## config.mk

```make
export PLATFORM = sky130hd
export DESIGN_NAME = upcnt_bcd_core_flat
export DESIGN_NICKNAME = d
export VERILOG_FILES = /design/src/rtl/upcnt_bcd_core_pkg.sv /design/src/rtl/upcnt_bcd_core_if.sv /design/src/rtl/upcnt_bcd_core_bcd_decade.sv /design/src/rtl/upcnt_bcd_core.sv /design/src/flat_wrapper.sv
export SDC_FILE = /design/constraint.sdc
export NUM_CORES = 1
export LEC_CHECK = 0
export CORE_ASPECT_RATIO = 0.9
export CORE_MARGIN = 8
export CORE_UTILIZATION = 60
export DETAILED_ROUTE_END_ITERATION = 8
export PLACE_DENSITY = 0.83
export SKIP_CTS_REPAIR_TIMING = 1
export SLEW_MARGIN = 15
export SYNTH_ARGS = -nofsm -noshare
export SYNTH_HDL_FRONTEND = slang
export SYNTH_SLANG_ARGS = --single-unit
```

## constraint.sdc

```tcl
create_clock -name clk -period 7.2 [get_ports clk]
set_input_delay 1.44 -clock clk [delete_from_list [all_inputs] [get_ports clk]]
set_output_delay 1.44 -clock clk [all_outputs]
set_load 0.005 [all_outputs]
```

## src/rtl/upcnt_bcd_core_pkg.sv

```systemverilog
// Shared types and constants for the 4-digit BCD elapsed-tick counter.
package upcnt_pkg;

  localparam int unsigned BCD_W      = 4;
  localparam int unsigned NUM_DIGITS = 4;

  typedef logic [BCD_W-1:0] bcd_t;

  localparam bcd_t BCD_MAX = 4'd9;

  // Prescaler divide ratio; callers guarantee an integer result >= 2.
  function automatic int unsigned calc_div(input int unsigned clk_hz,
                                           input int unsigned tick_hz);
    return clk_hz / tick_hz;
  endfunction

endpackage

```

## src/rtl/upcnt_bcd_core_if.sv

```systemverilog
// Control and digit-output bundle between the run/clear FSM and the counter.
interface upcnt_bcd_core_if;
  import upcnt_pkg::*;

  logic i_run_on;
  logic i_clr_on;
  bcd_t o_digit0;
  bcd_t o_digit1;
  bcd_t o_digit2;
  bcd_t o_digit3;
  logic o_tick;
  logic o_wrap;

  modport master (
    output i_run_on, i_clr_on,
    input  o_digit0, o_digit1, o_digit2, o_digit3, o_tick, o_wrap
  );

  modport slave (
    input  i_run_on, i_clr_on,
    output o_digit0, o_digit1, o_digit2, o_digit3, o_tick, o_wrap
  );

endinterface

```

## src/rtl/upcnt_bcd_core_bcd_decade.sv

```systemverilog
// One BCD decade of the counter; carry out is combinational so a full
// ripple (e.g. 0999 -> 1000) settles within a single cycle.
module bcd_decade
  import upcnt_pkg::*;
(
  input  logic clk,
  input  logic reset,
  input  logic i_clr,
  input  logic i_inc,
  output bcd_t o_digit,
  output logic o_carry
);

  logic at_top_c;

  // Out-of-range codes 10..15 behave like 9 so the decade self-recovers.
  assign at_top_c = (o_digit >= BCD_MAX);
  assign o_carry  = i_inc && at_top_c;

  // Digit register: clear wins, otherwise increment with roll-over.
  always_ff @(posedge clk or negedge reset) begin
    if (!reset) begin
      o_digit <= '0;
    end else if (i_clr) begin
      o_digit <= '0;
    end else if (i_inc) begin
      o_digit <= at_top_c ? bcd_t'(0) : o_digit + bcd_t'(1);
    end
  end

endmodule

```

## src/rtl/upcnt_bcd_core.sv

```systemverilog
// 4-digit BCD elapsed-tick counter with built-in prescaler.
// Optional build macro UPCNT_SATURATE_EN: hold at 9999 instead of wrapping.
module upcnt_bcd_core
  import upcnt_pkg::*;
#(
  parameter int unsigned CLK_HZ  = 100_000_000,
  parameter int unsigned TICK_HZ = 10
) (
  input logic              clk,
  input logic              reset,
  upcnt_bcd_core_if.slave  bus
);

  localparam int unsigned DIV     = calc_div(CLK_HZ, TICK_HZ);
  localparam int unsigned PRESC_W = (DIV > 1) ? $clog2(DIV) : 1;

  logic [PRESC_W-1:0] presc_q;
  logic               tick_q;
  logic               wrap_q;

  logic run_c;
  logic tick_c;
  logic inc_c;
  logic tick_out_c;
  logic wrap_c;

  bcd_t digit0;
  bcd_t digit1;
  bcd_t digit2;
  bcd_t digit3;
  logic carry1;
  logic carry2;
  logic carry3;
  logic carry4;

  // Prescaler only moves on run cycles with no clear; terminal count is the tick.
  assign run_c  = bus.i_run_on && !bus.i_clr_on;
  assign tick_c = run_c && (presc_q == PRESC_W'(DIV - 1));

`ifdef UPCNT_SATURATE_EN
  logic at_max_c;
  logic sat_q;
  logic unused_carry_c;

  // At 9999 ticks are swallowed; wrap flags only the first swallowed tick.
  assign at_max_c       = (digit0 >= BCD_MAX) && (digit1 >= BCD_MAX) &&
                          (digit2 >= BCD_MAX) && (digit3 >= BCD_MAX);
  assign inc_c          = tick_c && !at_max_c;
  assign tick_out_c     = inc_c;
  assign wrap_c         = tick_c && at_max_c && !sat_q;
  assign unused_carry_c = carry4;

  // Remembers that saturation was already reported until the next clear.
  always_ff @(posedge clk or negedge reset) begin
    if (!reset) begin
      sat_q <= 1'b0;
    end else if (bus.i_clr_on) begin
      sat_q <= 1'b0;
    end else if (wrap_c) begin
      sat_q <= 1'b1;
    end
  end
`else
  // Carry out of the thousands decade is exactly the 9999 -> 0000 event.
  assign inc_c      = tick_c;
  assign tick_out_c = tick_c;
  assign wrap_c     = carry4;
`endif

  // Prescaler register: clear wins, pauses hold the current phase.
  always_ff @(posedge clk or negedge reset) begin
    if (!reset) begin
      presc_q <= '0;
    end else if (bus.i_clr_on) begin
      presc_q <= '0;
    end else if (run_c) begin
      presc_q <= tick_c ? '0 : presc_q + PRESC_W'(1);
    end
  end

  // Registered event pulses, aligned with the new digit value.
  always_ff @(posedge clk or negedge reset) begin
    if (!reset) begin
      tick_q <= 1'b0;
      wrap_q <= 1'b0;
    end else begin
      tick_q <= tick_out_c;
      wrap_q <= wrap_c;
    end
  end

  bcd_decade u_dec0 (
    .clk     (clk),
    .reset   (reset),
    .i_clr   (bus.i_clr_on),
    .i_inc   (inc_c),
    .o_digit (digit0),
    .o_carry (carry1)
  );

  bcd_decade u_dec1 (
    .clk     (clk),
    .reset   (reset),
    .i_clr   (bus.i_clr_on),
    .i_inc   (carry1),
    .o_digit (digit1),
    .o_carry (carry2)
  );

  bcd_decade u_dec2 (
    .clk     (clk),
    .reset   (reset),
    .i_clr   (bus.i_clr_on),
    .i_inc   (carry2),
    .o_digit (digit2),
    .o_carry (carry3)
  );

  bcd_decade u_dec3 (
    .clk     (clk),
    .reset   (reset),
    .i_clr   (bus.i_clr_on),
    .i_inc   (carry3),
    .o_digit (digit3),
    .o_carry (carry4)
  );

  assign bus.o_digit0 = digit0;
  assign bus.o_digit1 = digit1;
  assign bus.o_digit2 = digit2;
  assign bus.o_digit3 = digit3;
  assign bus.o_tick   = tick_q;
  assign bus.o_wrap   = wrap_q;

endmodule

```

## src/flat_wrapper.sv

```systemverilog
// flat-port wrapper written by rule: the top's interface ports become plain ports
module upcnt_bcd_core_flat import upcnt_pkg::*;
#(
  parameter int unsigned CLK_HZ  = 100_000_000,
  parameter int unsigned TICK_HZ = 10
)
  (clk, reset, bus_i_run_on, bus_i_clr_on, bus_o_digit0, bus_o_digit1, bus_o_digit2, bus_o_digit3, bus_o_tick, bus_o_wrap);
  upcnt_bcd_core_if bus_i ();
  input logic clk;
  input logic reset;
  input wire logic [$bits(bus_i.i_run_on)-1:0] bus_i_run_on;
  input wire logic [$bits(bus_i.i_clr_on)-1:0] bus_i_clr_on;
  output wire logic [$bits(bus_i.o_digit0)-1:0] bus_o_digit0;
  output wire logic [$bits(bus_i.o_digit1)-1:0] bus_o_digit1;
  output wire logic [$bits(bus_i.o_digit2)-1:0] bus_o_digit2;
  output wire logic [$bits(bus_i.o_digit3)-1:0] bus_o_digit3;
  output wire logic [$bits(bus_i.o_tick)-1:0] bus_o_tick;
  output wire logic [$bits(bus_i.o_wrap)-1:0] bus_o_wrap;
  assign bus_i.i_run_on = bus_i_run_on;
  assign bus_i.i_clr_on = bus_i_clr_on;
  assign bus_o_digit0 = bus_i.o_digit0;
  assign bus_o_digit1 = bus_i.o_digit1;
  assign bus_o_digit2 = bus_i.o_digit2;
  assign bus_o_digit3 = bus_i.o_digit3;
  assign bus_o_tick = bus_i.o_tick;
  assign bus_o_wrap = bus_i.o_wrap;
  upcnt_bcd_core #(.CLK_HZ(CLK_HZ), .TICK_HZ(TICK_HZ)) u_core (.clk(clk), .reset(reset), .bus(bus_i));
endmodule
```

==> impl_metrics.py, run 1 <==
metrics = {
    "placed_design": {
        "port_buffers": 21,
        "pre_cts_slack_ns": 2.862,
        "dp_hpwl_um": 3681,
        "place_congestion": 0.8811,
    },
    "clocking": {
        "worstSkewPairLatency_ns": 0.30,
        "numCtsBuffers": 5,
        "cts_tree": "yes",
        "cts.htree.levels": 2,
        "cts_root_buffer": "clkbuf_8",
        "clock-sinks": 42,
        "clockBufferDepth": 2,
        "clkTransAtPathRegs_ns": 0.08,
    },
    "timing": {
        "layout_min_cycle_time_ns": 4.047,
        "hold_viol_final": 0,
        "clock.fmax_mhz": 247.1,
        "tightestPinTransition_ns": 0.9193,
        "report.final.setup_viol": 0,
        "fin_skew_ns": 0.005851,
        "grt_setup_unrepaired": "no",
        "fin_crit_sh": 0.5621,
        "setup_slack_ns": 3.153,
        "slew_headroom": 0.3871,
        "maxSlewViolCount": 0,
        "tns_ns": 0,
    },
    "grt": {
        "track_usage": 0.1859,
        "gr-max-usage-layer": "met2",
        "grt-ovfl-total": 0,
        "grt_first_pass_wirelength_um": 8935,
        "antenna_found_initial": 0,
        "gr-usage-met1": 0.2589,
        "grt_max_degree": 43,
        "use_met3": 0.05071,
        "grt_pass1_vias": 1825,
        "gr-usage-met2": 0.2754,
    },
    "synthesis": {
        "synth_top_area_cell": "dfrtp_1",
        "synth_top_area_share": 0.4435,
        "synthTopCellsByArea": "dfrtp_1 44%, ha_1 6.9%, nand3_1 5.1%, nand2_1 4.1%, nor2_1 3.8%",
        "synth.cell_area_um2": 2370,
        "seq_area_frac_synth": 0.4435,
        "synth_nets": 276,
        "synth_seq_cells": 42,
        "syn_inst": 259,
        "ys_types": 43,
        "synth_warnings": 0,
        "syn_area_per_cell_um2": 9.150,
    },
    "power_and_ir_drop": {
        "peakVddDrop_v": 0.0001236,
        "pwr-share-comb": 0.037,
        "intPower_uw": 306.7,
        "powerDensity_nw_per_um2": 147.5,
        "pwr-share-seq": 0.602,
        "p_leak_nw": 1.075,
        "p_sw_frac": 0.2246,
        "power_switching_uw": 88.86,
        "p_clk_frac": 0.361,
    },
    "final_layout": {
        "syn_to_final_growth_pct": 13.15,
        "num_antenna_cells": 0,
        "drive_above_1_share": 0.03929,
        "layout.nets": 297,
    },
    "critical_path": {
        "worstSetupStartpointType": "primary input",
        "cp-end-kind": "flip-flop",
        "worst-path-max-fanout": 19,
        "cp.required_ns": 7.42,
        "worst-setup-path-type": "in -> reg",
        "critPathArrivalTime_ns": 4.27,
    },
    "route": {
        "num_vias": 1999,
        "avgRoutedWirePerCell_um": 15.79,
        "routed_wl_um": 5147,
        "ant_nets": 0,
        "drt_pass1_iterations": 4,
        "drc": 0,
        "drt_iter0_markers": 133,
        "routed_via_density": 6.132,
    },
    "floorplanning": {
        "die_area_um2": 6219,
        "die_x_um": 82.25,
        "io_pins": 22,
        "rows": 21,
        "start_util": 0.6307,
        "dieHeight_um": 75.62,
        "core_area_um2": 3757,
    },
    "min_path": {
        "hold_class": "reg -> reg",
    },
    "flow_run": {
        "maxCapViolCount": 0,
    },
    "status": {
        "status": "complete, no violations",
    },
}
==> worst max-delay path, stage by stage <==
cell             delay, ns
clkdlybuf4s50_1       0.73
nand4b_1              0.34
or4_1                 0.67
or4_4                 0.61
or3_1                 0.33
a21oi_1               0.15
==> synth_stat cells (all sizes together) <==
cell type,count
clkbuf,6
o311ai,1
nand2b,1
inv,12
a21o,2
nand3,24
nor3b,2
nand3b,1
or3,7
or4b,1
mux2i,1
a311oi,1
buf,1
nor4,9
or3b,2
and4,2
ha,13
o22ai,2
xor2,9
or4,4
or2,1
nand4,10
a22o,1
nand4b,4
a31oi,3
dfrtp,42
nor3,7
a21boi,1
a21oi,10
and2,3
nor4b,1
o2111ai,1
o21ai,9
o211ai,2
nand2,26
and3b,1
nor2,24
a41o,1
and3,2
nor2b,1
xnor2,8
==> sequential cells by signal, indices dropped and copies added (netlist names) <==
name and flops:
u_core.bus.o_tick 1, u_core.u_dec3.o_digit 4, u_core.u_dec0.o_digit 4, u_core.u_dec1.o_digit 4, u_core.bus.o_wrap 1, u_core.u_dec2.o_digit 4, u_core.presc_q 24
==> power by group through the flow <==
stage               sequential (mW)  combinational [mW]  clock [mW]
finish                        0.238              0.0147       0.143
global route                  0.238              0.0169       0.157
CTS                           0.238              0.0151       0.145
detailed placement            0.243              0.0152           0
global placement              0.243              0.0149           0
floorplan                     0.242             0.00724           0
==> cell type report <==
cell class	count	area, um2
tap	46	57.56
inverter	12	45.04
clock buffer	7	76.32
fill	293	1076
timing repair buffer	21	205.2
multi-input combinational	198	1246
sequential	42	1051
==> final timing paths <==
path | from | endpoint | slack, ns | cells after the start
worst max-delay path | bus_i_clr_on | u_core.u_dec2.o_digit[3] | 3.15 | 6
worst min-delay path | u_core.presc_q[19] | u_core.presc_q[19] | 0.53 | 1
worst max register to register | u_core.presc_q[13] | u_core.u_dec2.o_digit[3] | 4.35 | 5
worst min register to register | u_core.presc_q[19] | u_core.presc_q[19] | 0.53 | 1
max in group asynchronous | reset | u_core.u_dec0.o_digit[1] | 5.35 | 1
min in group asynchronous | reset | u_core.presc_q[8] | 1.28 | 1
==> layer usage <==
metal  wire, um  up-vias
met5          0        -
met4         65        0
met3        296        6
met2       2331       48
met1       2454      965
li1           -      980
==> kinds of logic (layout without fill, tap and decap cells) <==
family,Yosys count,count (layout),synth area share
xor gates and xnor gates,17,17,0.06283
muxes,1,1,0.004224
and+or+nand+nor,133,133,0.3020
AOI/OAI and AO/OA,34,34,0.08817
buffers and inverters,19,40,0.03062
DFF,42,42,0.4435
adders and majority gates,13,13,0.06864
==> metrics by stage <==
step / power, mW / util / area [um2] / hold slack (ns) / std cells
floorplan: 0.2495 / - / 2370 / 0.4850 / 259
global placement: 0.2576 / 0.6933 / 2605 / 0.5081 / 319
detailed placement: 0.2578 / 0.6933 / 2605 / 0.5194 / 319
CTS: 0.3984 / 0.7136 / 2681 / 0.5260 / 326
global route: 0.4121 / 0.7136 / 2681 / 0.5870 / 326
finish: 0.3956 / 0.7136 / 2681 / 0.5336 / 326
==> cells in the final DEF (no fill, tap or decap), types with 2 or more instances in the layout <==
cell type        instances
xnor2_1                  8
nand2_1                 26
nor4_1                   8
o22ai_1                  2
o21ai_0                  9
and2_1                   3
xor2_1                   9
nand4_1                 10
nor2_1                  24
or3_1                    7
ha_1                    13
clkdlybuf4s50_1         20
dfrtp_1                 42
or3b_2                   2
and4_1                   2
nand4b_1                 4
inv_1                   12
a21o_1                   2
a31oi_1                  3
clkbuf_1                 2
a21oi_1                 10
nor3b_1                  2
o211ai_1                 2
or4_1                    3
nand3_1                 24
clkbuf_8                 5
nor3_1                   7
and3_1                   2
No activity file was read; power rests on OpenSTA's default activity.
==> run 2: changes to the inputs <==
- CORE_UTILIZATION: 60 -> 51
- PLACE_DENSITY: 0.83 -> 0.75
- clock period: 7.2 -> 3.6 ns (I/O delays scaled with it)
==> run 2 against run 1 <==
  * Clock skew grew 0.00094 ns
  * Die area is 14% higher
  * Hold slack improved by 0.0084 ns
  * Power grew 110%
  * First-iteration DRC count down 23%
  * Sequential share of layout area down 0.98 points
  * Critical path depth unchanged
  * Flip-flop and latch count did not move
  * Routed wire length increased by 0.52%
  * Critical endpoint unchanged
  * Largest cell class unchanged
==> impl_metrics.py, run 2 (synthesis results as in run 1) <==
metrics = {
    "status": {
        "status": "complete, no violations",
    },
    "floorplanning": {
        "rows": 23,
        "start_util": 0.5313,
        "core_area_um2": 4461,
        "io_pins": 22,
        "die_x_um": 87.86,
        "die_area_um2": 7087,
        "dieHeight_um": 80.67,
    },
    "placed_design": {
        "pre_cts_slack_ns": 0.3499,
        "dp_hpwl_um": 3717,
        "place_congestion": 0.8461,
        "dp_cells": 339,
        "port_buffers": 21,
    },
    "clocking": {
        "clkTransAtPathRegs_ns": 0.08,
        "cts_tree": "yes",
        "cts_root_buffer": "clkbuf_8",
        "clockBufferDepth": 2,
        "worstSkewPairLatency_ns": 0.30,
        "clock-sinks": 42,
        "cts.htree.levels": 2,
        "numCtsBuffers": 5,
    },
    "critical_path": {
        "r2r_cells": 5,
        "worst-path-max-fanout": 9,
        "path_depth": 6,
        "worst-setup-path-type": "in -> reg",
        "crit_path_cell_trace": "clkdlybuf4s50_1 -> nand4b_1 -> or4_1 -> or4_4 -> or3_1 -> a21oi_1",
        "reg2reg_from": "u_core.presc_q[13]",
        "cp.required_ns": 3.83,
        "critPathArrivalTime_ns": 3.19,
        "r2r_end": "u_core.u_dec2.o_digit[3]",
        "critPathTopFamily": "simple AND/OR/NAND/NOR gates",
        "cp_slowest_stage_delay_ns": 0.68,
        "r2r_setup_slack_ns": 0.74,
        "cp-end-kind": "flip-flop",
        "slowest_stage": "or4_1",
        "cp.buffers_inverters": 1,
        "worstSetupStartpointType": "primary input",
    },
    "min_path": {
        "hold_class": "reg -> reg",
        "min_to": "u_core.presc_q[19]",
        "holdPathStages": 1,
        "min-delay-start": "u_core.presc_q[19]",
    },
    "timing": {
        "tightestPinTransition_ns": 0.9354,
        "layout_min_cycle_time_ns": 2.960,
        "grt_setup_unrepaired": "no",
        "maxSlewViolCount": 0,
        "clock.fmax_mhz": 337.9,
        "fin_hold_ws_ns": 0.5420,
        "fin_crit_sh": 0.8222,
        "setup_slack_ns": 0.6402,
        "slew_headroom": 0.3764,
        "hold_viol_final": 0,
        "tns_ns": 0,
        "report.final.setup_viol": 0,
        "fin_skew_ns": 0.006791,
    },
    "route": {
        "avgRoutedWirePerCell_um": 14.91,
        "num_vias": 1981,
        "drt_iter0_markers": 102,
        "drc": 0,
        "ant_nets": 0,
        "routed_wl_um": 5174,
        "routed_via_density": 5.709,
        "drt_pass1_iterations": 4,
    },
    "power_and_ir_drop": {
        "peakVddDrop_v": 0.0002327,
        "power_switching_uw": 190.2,
        "p_sw_frac": 0.2303,
        "powerDensity_nw_per_um2": 300.4,
        "intPower_uw": 635.9,
        "pwr-share-comb": 0.039,
        "p_clk_frac": 0.384,
        "p_leak_nw": 1.103,
        "pwr-share-seq": 0.576,
    },
    "grt": {
        "track_usage": 0.1562,
        "grt_pass1_vias": 1917,
        "antenna_found_initial": 0,
        "grt_max_degree": 43,
        "grt-ovfl-total": 0,
        "grt_first_pass_wirelength_um": 8852,
    },
    "final_layout": {
        "num_antenna_cells": 0,
        "final_cell_mix": "42 x dfrtp_1, 26 x nand2_1, 24 x nand3_1, 24 x nor2_1, 20 x clkdlybuf4s50_1",
        "layout.nets": 301,
        "final_common_cell": "dfrtp_1",
        "largest_reg_flops": 24,
        "syn_to_final_growth_pct": 16.05,
        "regMostFlops": "u_core.presc_q",
        "finish.utilization": 0.6166,
        "final_cells": 347,
        "drive_above_1_share": 0.06316,
    },
    "flow_run": {
        "maxCapViolCount": 0,
    },
}
[run 2: cell count changes in the layout (fill, tap and decap cells not counted)]
| cell | change |
|---|---|
| clkinvlp_4 | +1 |
| clkbuf_8 | +1 |
| clkinv_2 | +1 |
| buf_4 | +4 |
| clkbuf_1 | -2 |
[run 2: stage by stage]
stage | area [um2] | power, mW
floorplan | 2370 | 0.4989
global placement | 2655 | 0.5186
detailed placement | 2655 | 0.5189
CTS | 2750 | 0.8325
global route | 2750 | 0.8555
finish | 2750 | 0.8261
[run 2: final cells by class]
cell class	instances	area [um2]
clock buffer	6	82.58
clock inverter	2	12.51
fill	409	1710
inverter	12	45.04
multi-input combinational	198	1246
sequential	42	1051
tap	62	77.57
timing repair buffer	25	235.2
[run 2: how the worst max path moves through the flow]
stage	start	end
finish	bus_i_run_on	u_core.u_dec2.o_digit[3]
global route	bus_i_run_on	u_core.u_dec2.o_digit[3]
CTS	bus_i_run_on	u_core.u_dec2.o_digit[3]
detailed placement	bus_i_run_on	u_core.u_dec2.o_digit[3]
global placement	bus_i_run_on	u_core.u_dec2.o_digit[3]
floorplan	bus_i_clr_on	u_core.u_dec2.o_digit[3]
[run 2: worst reg2reg max path: stages, from the launching register on]
cell and delay [ns]:
dfrtp_1 0.44, or4b_1 0.57, or4_1 0.70, or4_4 0.62
or3_1 0.32, a21oi_1 0.14
[run 2: power by group through the flow]
stage	logic [mW]	clock network, mW	registers [mW]
after floorplan	0.0145	0	0.484
after global placement	0.0333	0	0.485
after detailed placement	0.0338	0	0.485
after CTS	0.0336	0.323	0.476
after global routing	0.0373	0.342	0.476
final	0.0326	0.318	0.476
[run 2: per-layer routing]
layer	global-route usage	vias to the layer above	wire length [um]
met2	0.2449	38	2434
met3	0.03160	4	226
met5	0	-	0
met4	0.05489	0	30
met1	0.2079	962	2482
li1	-	977	-
